--- config.mk ---
export PLATFORM = sky130hd
export DESIGN_NAME = zled_array_reactor
export DESIGN_NICKNAME = d
export VERILOG_FILES = /design/src/rtl/zled_pkg.sv /design/src/rtl/zled_debounce.sv /design/src/rtl/zled_array_reactor.sv
export SDC_FILE = /design/constraint.sdc
export NUM_CORES = 1
export LEC_CHECK = 0
export CAP_MARGIN = 20
export CORE_AREA = 2 2 103 115
export CTS_BUF_LIST = sky130_fd_sc_hd__clkbuf_16
export DETAILED_ROUTE_END_ITERATION = 8
export DIE_AREA = 0 0 105 117
export SLEW_MARGIN = 20
export SYNTH_ARGS = -nofsm -noshare
export SYNTH_HDL_FRONTEND = slang
export SYNTH_SLANG_ARGS = --single-unit
--- constraint.sdc ---
create_clock -name iClk -period 2 [get_ports iClk]
set_clock_uncertainty 0.2 [all_clocks]
set_input_delay 0.2 -clock iClk [delete_from_list [all_inputs] [get_ports iClk]]
set_output_delay 0.2 -clock iClk [all_outputs]
set_load 0.01 [all_outputs]
--- src/rtl/zled_pkg.sv ---
// rtl/zled_pkg.sv - shared mode encoding and per-channel update helpers for the LED array reactor
package zled_pkg;

  typedef logic [1:0] led_mode_t;

  localparam led_mode_t LED_MODE_LEVEL  = 2'd0;
  localparam led_mode_t LED_MODE_TOGGLE = 2'd1;
  localparam led_mode_t LED_MODE_BLINK  = 2'd2;
  localparam led_mode_t LED_MODE_OFF    = 2'd3;

  // Down has priority over up; a mode change wins over both and drops the events.
  function automatic logic nextState(
    input led_mode_t mode,
    input logic      modeChanged,
    input logic      state,
    input logic      downEv,
    input logic      upEv
  );
    logic result;
    result = state;
    if (modeChanged) begin
      result = 1'b0;
    end else begin
      case (mode)
        LED_MODE_LEVEL, LED_MODE_BLINK: begin
          if (downEv)    result = 1'b1;
          else if (upEv) result = 1'b0;
        end
        LED_MODE_TOGGLE: begin
          if (downEv) result = ~state;
        end
        default: result = 1'b0;
      endcase
    end
    return result;
  endfunction

  function automatic logic ledLit(
    input led_mode_t mode,
    input logic      state,
    input logic      phase
  );
    logic result;
    case (mode)
      LED_MODE_LEVEL, LED_MODE_TOGGLE: result = state;
      LED_MODE_BLINK:                  result = state & phase;
      default:                         result = 1'b0;
    endcase
    return result;
  endfunction

endpackage

--- src/rtl/zled_debounce.sv ---
// rtl/zled_debounce.sv - one-bit 2-flop synchroniser, debouncer and stable rising-edge pulse
module zled_debounce
  import zled_pkg::*;
#(
  parameter int DEB_CYCLES = 16
) (
  input  logic iClk,
  input  logic iRstN,
  input  logic iRaw,
  output logic oRise
);

  localparam int CW = (DEB_CYCLES > 1) ? $clog2(DEB_CYCLES) : 1;
  localparam logic [CW-1:0] CNT_MAX = CW'(DEB_CYCLES - 1);

  logic          sync1;
  logic          sync2;
  logic          stable;
  logic          stableD;
  logic [CW-1:0] cnt;

  always_ff @(posedge iClk or negedge iRstN) begin
    if (!iRstN) begin
      sync1   <= 1'b0;
      sync2   <= 1'b0;
      stable  <= 1'b0;
      stableD <= 1'b0;
      cnt     <= '0;
    end else begin
      sync1   <= iRaw;
      sync2   <= sync1;
      stableD <= stable;
      // Any cycle of agreement restarts the interval, so short glitches never commit.
      if (sync2 == stable) begin
        cnt <= '0;
      end else if (cnt == CNT_MAX) begin
        stable <= sync2;
        cnt    <= '0;
      end else begin
        cnt <= cnt + 1'b1;
      end
    end
  end

  assign oRise = stable & ~stableD;

endmodule

--- src/rtl/zled_array_reactor.sv ---
// rtl/zled_array_reactor.sv - N_CH switch-pair driven LEDs with level/toggle/blink/off modes
module zled_array_reactor
  import zled_pkg::*;
#(
  parameter int N_CH       = 4,
  parameter int DEB_CYCLES = 16,
  parameter int BLINK_HALF = 25000000,
  parameter int ACTIVE_LOW = 0
) (
  input  logic              iClk,
  input  logic              iRstN,
  input  logic [N_CH-1:0]   iSwDown,
  input  logic [N_CH-1:0]   iSwUp,
  input  logic [2*N_CH-1:0] iMode,
  output logic [N_CH-1:0]   oLed,
  output logic [N_CH-1:0]   oPress
);

  localparam int BW = (BLINK_HALF > 1) ? $clog2(BLINK_HALF) : 1;
  localparam logic [BW-1:0] BLINK_MAX = BW'(BLINK_HALF - 1);
  localparam logic LED_OFF = (ACTIVE_LOW != 0);

  logic [N_CH-1:0]   downEv;
  logic [N_CH-1:0]   upEv;
  logic [2*N_CH-1:0] modeQ;
  logic [N_CH-1:0]   stateQ;
  logic [N_CH-1:0]   stateNext;
  logic [N_CH-1:0]   litNext;
  logic [BW-1:0]     blinkCnt;
  logic              blinkPhase;
  logic              blinkWrap;
  logic              phaseNext;

  for (genvar c = 0; c < N_CH; c++) begin : gCh
    zled_debounce #(.DEB_CYCLES(DEB_CYCLES)) uDebDown (
      .iClk  (iClk),
      .iRstN (iRstN),
      .iRaw  (iSwDown[c]),
      .oRise (downEv[c])
    );
    zled_debounce #(.DEB_CYCLES(DEB_CYCLES)) uDebUp (
      .iClk  (iClk),
      .iRstN (iRstN),
      .iRaw  (iSwUp[c]),
      .oRise (upEv[c])
    );
  end

  always_comb begin
    blinkWrap = (blinkCnt == BLINK_MAX);
    phaseNext = blinkPhase ^ blinkWrap;
  end

  // The LED register is fed from next-state so oLed moves on the same edge as the state.
  always_comb begin
    stateNext = '0;
    litNext   = '0;
    for (int c = 0; c < N_CH; c++) begin
      stateNext[c] = nextState(iMode[2*c +: 2], iMode[2*c +: 2] != modeQ[2*c +: 2],
                               stateQ[c], downEv[c], upEv[c]);
      litNext[c]   = ledLit(iMode[2*c +: 2], stateNext[c], phaseNext);
    end
  end

  always_ff @(posedge iClk or negedge iRstN) begin
    if (!iRstN) begin
      modeQ      <= '0;
      stateQ     <= '0;
      blinkCnt   <= '0;
      blinkPhase <= 1'b0;
      oPress     <= '0;
      oLed       <= {N_CH{LED_OFF}};
    end else begin
      modeQ      <= iMode;
      stateQ     <= stateNext;
      blinkCnt   <= blinkWrap ? '0 : blinkCnt + 1'b1;
      blinkPhase <= phaseNext;
      oPress     <= downEv;
      oLed       <= litNext ^ {N_CH{LED_OFF}};
    end
  end

endmodule

* Yosys cells after proc, flatten, opt, wreduce, memory -nomap -nowiden
Index checks and enable logic that the tools add are counted.
** Storage, ports and cells
- Register bits :: 110
- Bits of input ports :: 18
- Output and inout bits :: 8
- Word-level logic and storage cells :: 178
** Cells by class
- Add/sub/neg operators :: 9
- Equal/unequal tests :: 29
- Muxes and demuxes :: 41
- Bitwise logic cells :: 33
- Reductions and logical operators :: 20
** Operators with widths (count)
- 4-bit two-way mux :: 16
- 4-bit by 1-bit adder with 4-bit output (second input constant) :: 8
- 4-bit equality test (second input constant) :: 8
- 25-bit by 1-bit adder with 25-bit output (second input constant) :: 1
- 25-bit equality test (second input constant) :: 1
- 25-bit two-way mux :: 1
- 1-bit NOT :: 20
- 1-bit two-way mux :: 16
- 1-bit case mux with 2 select lines :: 8
- 2-bit AND reduction :: 8
- 2-bit OR reduction :: 8
- 1-bit bitwise AND :: 12
- 1-bit equality test :: 8
- 2-bit by 1-bit equality test with 1-bit output (second input constant) :: 4
- 2-bit equality test (second input constant) :: 4
- 2-bit logical NOT :: 4
- 2-bit inequality test :: 4
- 1-bit XOR :: 1

* Longest topological paths before layout
Gate-level depths: netlist of run 1.
- Depth after elaboration :: 8
- Mapped depth :: 6
- Depth with buffers taken out :: 6

* Cells and area by module
A second synthesis of run 1 with hierarchy kept.
** Second synthesis, totals
- Cells, all modules :: 361
- Area total of the unflattened synthesis :: 4488.1 um^2
** By module, submodules not included
- zled_debounce :: instances 8, cells an instance 22, area an instance 311.5 um^2, sequential area each 200.2 um^2
- zled_array_reactor :: instances 1, cells an instance 185, area an instance 1995.7 um^2, sequential area each 1151.1 um^2

* Worst setup path after synthesis of run 1
No wires, ideal clock.
- Kind :: register to register
- From :: register blinkCnt[9]
- To :: register oLed[0]
- Library setup time :: 134 ps
- Data arrival time :: 1679 ps
- Required time :: 1666 ps
- Slack :: -13 ps
- Stages on the path, launching flop included :: 5
- Path buffers :: 0
- Clock period less this slack :: 2013 ps
- Cells stage by stage :: dfrtp_1 or4_4 nor4_4 xnor2_1 a21boi_1
** Between the ends
- Longest elaborated chain between the ends :: 4
** Ends and longest elaborated chain
- from (decl) :: RTL line zled_array_reactor.sv:29 : logic [BW-1:0] blinkCnt;
- from (signal assigned) :: RTL line zled_array_reactor.sv:76 : blinkCnt <= blinkWrap ? '0 : blinkCnt + 1'b1;
- 25-bit equality test :: RTL line zled_array_reactor.sv:50 : blinkWrap = (blinkCnt == BLINK_MAX);
- 1-bit XOR :: RTL line zled_array_reactor.sv:51 : phaseNext = blinkPhase ^ blinkWrap;
- 1-bit bitwise AND :: RTL line zled_pkg.sv:46 : LED_MODE_BLINK: result = state & phase;
- 1-bit case mux with 2 select lines :: RTL line zled_pkg.sv:44 : case (mode)
- via litNext[0] :: RTL line zled_array_reactor.sv:28 : logic [N_CH-1:0] litNext;
- to (signal assigned) :: RTL line zled_array_reactor.sv:72 : oLed <= {N_CH{LED_OFF}};
- to (signal assigned) :: RTL line zled_array_reactor.sv:79 : oLed <= litNext ^ {N_CH{LED_OFF}};
- to (decl) :: RTL line zled_array_reactor.sv:15 : output logic [N_CH-1:0] oLed,
The timed path passes the listed nets, and every way through them passes these cells.
A chain may end at the register's enable or synchronous reset.

* Worst setup path after layout of run 1
- From :: register blinkCnt[0]
- To :: register blinkCnt[23]
** Between the ends
- Longest elaborated chain between the ends :: 2
- Elaborated cells on any way between the ends :: 3
- Those cells by class :: add/sub (1); eq/ne (1); mux (1)
** Ends and longest elaborated chain (RTL line)
- 25-bit by 1-bit adder with 25-bit output / 25-bit equality test (equally long branches) :: zled_array_reactor.sv:76, zled_array_reactor.sv:50
- 25-bit two-way mux (*) :: zled_array_reactor.sv:76
Mark *: on every way between the ends. The rest lies on a longest branch, timed or not.

==> metrics.md, run 1 <==
| Metric | Value |
|---|---|
| Crit-path leading delay family | `simple AND/OR/NAND/NOR gates` |
| DRC | `0` |
| Total Nets Final | `445` |
| DIE AREA | `0.0123 mm^2` |
| Yosys warning count | `0` |
| Worst EP required | `2.06 ns` |
| Worst R2R End | `blinkCnt[23]` |
| CP Launch Point | `blinkCnt[0]` |
| Cell row count | `41` |
| First-pass DRT Iterations | `6` |
| Max_cap viols | `0` |
| Setup CP Type | `register to register` |
| Crit path to | `blinkCnt[23]` |
| Final Wtd Congestion | `0.797` |
| F_max | `0.514 GHz` |
| Root Buffer | `clkbuf_16` |
| Max incr delay on CP | `0.55 ns` |
| Register bit total from synthesis | `110` |
| Inserted Clock Buffers | `9` |
| GRT overflow | `0` |
| Die width | `105 um` |
| Initial antenna violation count | `0` |
| Via count | `2,747` |
| CTS Sinks | `110` |
| Hold slack | `0.0943 ns` |
| Status | `complete, no violations` |
| Headroom to the max-slew limit | `0.724` |
| Post-Synthesis Net Count | `376` |
| Port bufs | `25` |
| Skew-Pair Late Insertion Delay | `0.34 ns` |
| Sequential cell area | `0.00275 mm^2` |
| Post-synthesis sequential area ratio | `0.636` |
| Tot Pwr | `4.10 mW` |
| Hold violation count in the final report | `0` |
| Hold crit path type | `input port to register` |
| Worst Setup End Kind | `register` |
| Fin crit share | `0.972` |
| Core box area | `0.0112 mm^2` |
| DIE HEIGHT | `117 um` |
| Cells after Synth | `349` |
| DR WL/cell | `12.9 um` |
| Post-synthesis cell type count | `31` |
| First-pass GRT wire length | `13.2 mm` |
| Biggest area consumer among synthesized cells | `dfrtp_1` |
| Layout cells sized above 1 | `0.159` |
| Synth Cell Area | `0.00433 mm^2` |
| Pin count of the biggest net entering global routing | `38` |
| Reg2reg start | `blinkCnt[0]` |
| Vias per std cell | `4.81` |
| Levels on crit path | `6` |
| Crit-path cells | `buf_4, and4_1, nand4_1, or4_4, nor2_1, xor2_1` |
| Multi-input combinational cell area | `0.00156 mm^2` |
| Setup violators final | `0` |
| Clock Path Buffers | `2` |
| DP HPWL | `5.28 mm` |
| CP max-delay cell | `or4_4` |
| Unrepaired setup endpoints after global routing | `true` |
| Syn_area_per_cell | `12.4 um^2` |
| Final WL | `7.36 mm` |
| IO Count | `26` |
| CP max FO | `4` |
| Vias in the first global route | `2,861` |
| Reg2Reg Depth | `6` |
| Top post-synthesis cells by area | `dfrtp_1 (64%), xnor2_1 (5.3%), xor2_1 (2.6%), ha_1 (2.6%), a21oi_1 (2.4%)` |
| Critical Path AT | `2.01 ns` |
| R2R setup slack | `0.06 ns` |
| Post-synth top area share | `0.636` |
| Number of diodes | `0` |
| CTS tree | `done` |
| Startpoint Class | `register` |
| Area delta synth->final | `23.2%` |
| Buf+Inv Stages, Crit Path | `1` |
| Pleak | `2.36 nW` |
| Worst vdd ir | `0.434 mV` |
| Post-DRT Antenna Nets | `0` |
| Minimum clock period | `1.94 ns` |
| Clock-pin slew on the worst setup and hold paths | `0.07 ns` |
| Initial drt markers | `118` |
| Gr usage total | `0.136` |
| FILL cells | `1,031` |
| Worst Tran Pin Value | `0.414 ns` |
| Max Slew Vio Count | `0` |
| PwrDens | `769 mW/mm^2` |
| Initial core utilization | `0.387` |
| CTS H-Tree Depth | `3` |
[worst min-delay path by stage]
stage,startpoint,to,slack (ns),depth (start not counted)
3_5_place_dp,iRstN,oLed[0],-0.03,1
4_1_cts,iSwUp[3],gCh[3].uDebUp.sync1,0.08,1
2_1_floorplan,iRstN,blinkCnt[0],-0.30,0
3_3_place_gp,iRstN,oLed[0],-0.03,1
6_report,iSwUp[3],gCh[3].uDebUp.sync1,0.09,1
5_1_grt,iSwDown[3],gCh[3].uDebDown.sync1,0.08,1
[stage by stage]
step / setup WS [ns] / cells / setup TNS, ns / utilization / instance area, um^2
finish: 0.0555 / 571 / 0 / 0.477 / 5330
global route: -0.0413 / 571 / -0.285 / 0.477 / 5330
CTS: 0.0348 / 569 / 0 / 0.472 / 5280
detailed placement: -0.0913 / 553 / -0.355 / 0.447 / 4990
global placement: -0.0256 / 553 / -0.0534 / 0.447 / 4990
floorplan: 0.0379 / 349 / 0 / - / 4330
[synth_stat cells (all sizes together)]
cell type / n
a21oi: 21
xor2: 13
nand4b: 8
nor2b: 13
or3: 5
nor3b: 7
or2: 1
nor4b: 2
a21boi: 4
nor4: 5
nand3b: 8
nor2: 25
and3: 1
o21ai: 13
inv: 15
dfrtp: 110
nand4: 9
mux2: 8
nor3: 3
ha: 9
and4: 2
buf: 1
or4: 2
a22oi: 4
xnor2: 26
nand2b: 4
a311oi: 1
nand2: 11
nand3: 18
[state kept, by name, summed over array words and instances, names as in the netlist, 8 cells and up]
name and cells:
modeQ 8, blinkCnt 25, gCh.uDebDown.cnt 16, gCh.uDebUp.cnt 16
[final cells by class]
type,count,area share
clock buffers,9,0.0422
flip-flops and latches,110,0.516
inverters,15,0.0106
clock inverters,5,0.00540
repair buffers,59,0.0979
multi-input cells,223,0.292
well taps,150,0.0352
[cell families (layout without fill, tap and decap cells)]
group	count (synthesis)	in the layout	share of synthesized area
AO/OA/AOI/OAI	43	43	0.0552
XOR/XNOR	39	39	0.0789
adder cells (fa/ha/maj)	9	9	0.0260
buffers and inverters	16	88	0.0142
flip-flops	110	110	0.636
multiplexers	8	8	0.0208
AND/OR/NAND/NOR	124	124	0.169
[routing by layer]
| metal | track usage | up-vias | part of all wire |
|---|---|---|---|
| met5 | 0 | - | 0 |
| met4 | 0.0596 | 0 | 0.018 |
| met3 | 0.0310 | 15 | 0.028 |
| met2 | 0.227 | 41 | 0.48 |
| met1 | 0.171 | 1339 | 0.48 |
| li1 | - | 1352 | - |
[power by group]
| part | leakage, nW | switching (mW) | internal, mW | total (mW) |
|---|---|---|---|---|
| combinational | 0.791 | 0.0977 | 0.0918 | 0.190 |
| clock | 0.126 | 0.747 | 0.824 | 1.57 |
| sequential | 1.45 | 0.0516 | 2.29 | 2.34 |
| total | 2.36 | 0.897 | 3.20 | 4.10 |
[cells in the final DEF, fill, tap and decap left out, types with 2 or more instances in the layout]
cell,instances
a21boi_1,4
a21oi_1,21
a22oi_1,4
buf_4,32
clkbuf_16,9
clkdlybuf4s50_1,24
dfrtp_1,110
ha_1,8
inv_1,16
mux2_2,8
nand2_1,9
nand2_2,2
nand2b_1,4
nand3_1,18
nand3b_1,8
nand4_1,9
nand4b_1,8
nor2_1,25
nor2b_1,13
nor3_1,3
nor3b_1,7
nor4_1,2
nor4_2,2
nor4b_2,2
o21ai_0,11
o21ai_1,2
or3_1,5
or4_4,2
xnor2_1,25
xor2_1,13
[repair_timing]
item | CTS | global route
pin swaps | 0 | 5
hold buffers | 1 | 0
gates resized for setup | 3 | 10
endpoints found under the hold margin | 63 | 0
setup buffers | 1 | 2
endpoints found under the setup margin | 9 | 13
Note: power is estimated with default switching activity, not from simulation.
==> inputs of run 2 (changes only) <==
--- a/config.mk
+++ b/config.mk
@@ -8,6 +8,7 @@
 export CAP_MARGIN = 20
 export CORE_AREA = 2 2 103 115
 export CTS_BUF_LIST = sky130_fd_sc_hd__clkbuf_16
+export CTS_CLUSTER_DIAMETER = 50
 export DETAILED_ROUTE_END_ITERATION = 8
 export DIE_AREA = 0 0 105 117
 export SLEW_MARGIN = 20
==> results of run 2 <==
The final DEF is identical to that of run 1; final timing and power are the same.
==> inputs of run 3 (changes only) <==
--- a/config.mk
+++ b/config.mk
@@ -11,6 +11,7 @@
 export CTS_CLUSTER_DIAMETER = 50
 export DETAILED_ROUTE_END_ITERATION = 8
 export DIE_AREA = 0 0 105 117
+export DONT_BUFFER_PORTS = 1
 export SLEW_MARGIN = 20
 export SYNTH_ARGS = -nofsm -noshare
 export SYNTH_HDL_FRONTEND = slang
==> run 3 against run 2 <==
Against the previous run: first-iteration DRC count up 38%; the flow now finishes with violations (hold timing, setup timing); critical endpoint is now oLed[0]; clock-buffer cell count unchanged; fmax is 3.7% lower.
==> metrics.md, run 3 (synthesized netlist as in run 1, its figures left out) <==
| Metric | Value |
|---|---|
| Multi-input combinational cell area | `0.00159 mm^2 (+1.7%)` |
| Minimum clock period | `2.02 ns (+0.0746 ns)` |
| Clock Path Buffers | `2 (unchanged)` |
| Pleak | `2.38 nW (+0.73%)` |
| FILL cells | `1,051 (+1.9%)` |
| First-pass GRT wire length | `12.8 mm (-2.8%)` |
| Pin count of the biggest net entering global routing | `111 (+190%)` |
| DR WL/cell | `13.1 um (+1.9%)` |
| Clk pwr share | `0.430 (+0.047)` |
| Clock-pin slew on the worst setup and hold paths | `0.07 ns (about the same)` |
| Core box area | `0.0112 mm^2 (unchanged)` |
| DP Worst Slack | `-0.0578 ns (+0.0335 ns)` |
| Worst vdd ir | `0.434 mV (about the same)` |
| Initial drt markers | `163 (+38%)` |
| Cell row count | `41 (unchanged)` |
| Die width | `105 um (unchanged)` |
| Vias per std cell | `4.94 (+2.6%)` |
| Post-DRT Antenna Nets | `0 (unchanged)` |
| Top flop regs | `blinkCnt x25, gCh.uDebDown.cnt x16, gCh.uDebUp.cnt x16` |
| Gr usage total | `0.132 (-0.00357)` |
| Area delta synth->final | `23.8%` |
| Initial antenna violation count | `0 (unchanged)` |
| CTS Sinks | `110 (unchanged)` |
| Critical Path AT | `2.05 ns (+0.04 ns)` |
| Startpoint Class | `register` |
| Headroom to the max-slew limit | `0.741 (+0.0169)` |
| CP max FO | `5 (+1)` |
| Setup CP Type | `register to register` |
| Port bufs | `0 (-100%)` |
| Max Slew Vio Count | `0 (unchanged)` |
| Setup violators final | `4 (+4)` |
| GRT overflow | `0 (unchanged)` |
| CTS H-Tree Depth | `3 (unchanged)` |
| Worst Tran Pin Value | `0.388 ns (-0.0261 ns)` |
| Hold crit path type | `input port to asynchronous set/reset pin` |
| Vias in the first global route | `2,776 (-3.0%)` |
| Total Nets Final | `439 (-1.3%)` |
| DIE AREA | `0.0123 mm^2 (unchanged)` |
| Status | `complete, but fails checks` |
| Part of the power in registers | `0.540 (-0.031)` |
| Worst Setup End Kind | `register` |
| Setup slack after layout | `-0.0191 ns (-0.0746 ns)` |
| Most frequent cells in the layout | `dfrtp_1 (109), buf_4 (31), xnor2_1 (25), nor2_1 (24), a21oi_1 (21)` |
| First-pass DRT Iterations | `4 (-2)` |
| Fin crit share | `1.01 (+0.0373)` |
| Failing checks | `hold timing, setup timing` |
| Cts hold-fix bufs | `16 (+15)` |
| Skew-Pair Late Insertion Delay | `0.35 ns (about the same)` |
| Sw Pwr | `0.882 mW (-1.6%)` |
| IO Count | `26 (unchanged)` |
| Max reg flops | `25 (unchanged)` |
| Final design utilization | `0.479 (+0.00212)` |
| Final WL | `7.44 mm (+0.98%)` |
| Number of diodes | `0 (unchanged)` |
| Sequential cell area | `0.00275 mm^2 (about the same)` |
| DRC | `0 (unchanged)` |
| CTS tree | `done` |
| Root Buffer | `clkbuf_16` |
| Layout cells sized above 1 | `0.185 (+0.0260)` |
| Switching Fraction | `0.203 (-0.0152)` |
| F_max | `0.495 GHz (-3.7%)` |
| Initial core utilization | `0.387 (unchanged)` |
| DP HPWL | `4.76 mm (-9.7%)` |
| Via count | `2,794 (+1.7%)` |
| Unrepaired setup endpoints after global routing | `true` |
| Hold slack | `-0.660 ns (-0.755 ns)` |
| P_int | `3.45 mW (+7.8%)` |
| Worst EP required | `2.03 ns (-0.03 ns)` |
| Max_cap viols | `0 (unchanged)` |
| Final Wtd Congestion | `0.750 (-5.9%)` |
| Most common cell after layout, fill and taps aside | `dfrtp_1` |
| PwrDens | `809 mW/mm^2 (+5.2%)` |
| DIE HEIGHT | `117 um (unchanged)` |
| Top reg by flops | `blinkCnt` |
| Hold violation count in the final report | `110 (+110)` |
| Inserted Clock Buffers | `9 (unchanged)` |
| Gate power share | `0.030 (-0.016)` |
| Tot Pwr | `4.33 mW (+5.7%)` |
==> run 3: cell count changes in the layout (fill, tap and decap cells not counted), moves of 2 or more <==
cell	change
dlygate4sd3_1	+15
a21boi_2	+3
buf_6	+5
clkdlybuf4s50_1	-24
bufinv_16	+2
a21boi_1	-3
==> run 3: metal layers <==
| metal | global-route usage | vias up | wire [um] |
|---|---|---|---|
| met5 | 0 | - | 0 |
| met3 | 0.0426 | 15 | 243 |
| met2 | 0.220 | 28 | 3750 |
| met1 | 0.159 | 1413 | 3310 |
| met4 | 0.0560 | 0 | 137 |
| li1 | - | 1338 | - |
==> run 3: metrics by stage <==
step | TNS [ns] | area [um^2] | instances
after floorplan | 0 | 4330 | 349
after global placement | -0.0958 | 4680 | 521
after detailed placement | -0.175 | 4680 | 521
after CTS | 0 | 5160 | 552
after global routing | -0.870 | 5360 | 566
final | -0.0353 | 5360 | 566
==> run 3: final timing paths <==
check                                       from                      to  slack (ns)  cells past startpoint
setup / recovery                     blinkCnt[6]                 oLed[0]       -0.02                      6
hold / removal                             iRstN  gCh[0].uDebDown.cnt[2]       -0.66                      0
setup reg to reg                     blinkCnt[6]                 oLed[0]       -0.02                      6
hold reg to reg            gCh[3].uDebDown.sync1   gCh[3].uDebDown.sync2        0.15                      0
max in group asynchronous                  iRstN             blinkCnt[2]        2.07                      0
min in group iClk          gCh[3].uDebDown.sync1   gCh[3].uDebDown.sync2        0.15                      0
==> run 3: area by class of cell <==
type	count	share of cell area
inverter	15	0.0105
clock inverter	6	0.0161
tap	150	0.0350
clock buffer	9	0.0421
timing repair buffer	53	0.0860
sequential	110	0.514
multi-input combinational	223	0.296
==> run 3: worst max-delay path, cell delays in order, from the launching register on <==
cell and delay [ns]:
dfrtp_1 0.40, nor4b_2 0.33, nand2_1 0.15, nor4_4 0.35
buf_4 0.19, xnor2_4 0.17, a21boi_1 0.10
==> run 3: power by group through the flow <==
stage	Clock [mW]	Sequential (mW)	Combinational [mW]
CTS	1.92	2.34	0.132
global route	2.01	2.35	0.153
finish	1.86	2.34	0.131
floorplan	0	2.37	0.0856
global placement	0	2.38	0.0959
detailed placement	0	2.38	0.100
==> run 3: repair_timing <==
action / in CTS / in global routing
pin swaps: 0 / 13
resized for setup: 2 / 24
endpoints found under the setup margin: 4 / 17
endpoints found under the hold margin: 134 / 110
buffers inserted: 0 / 16
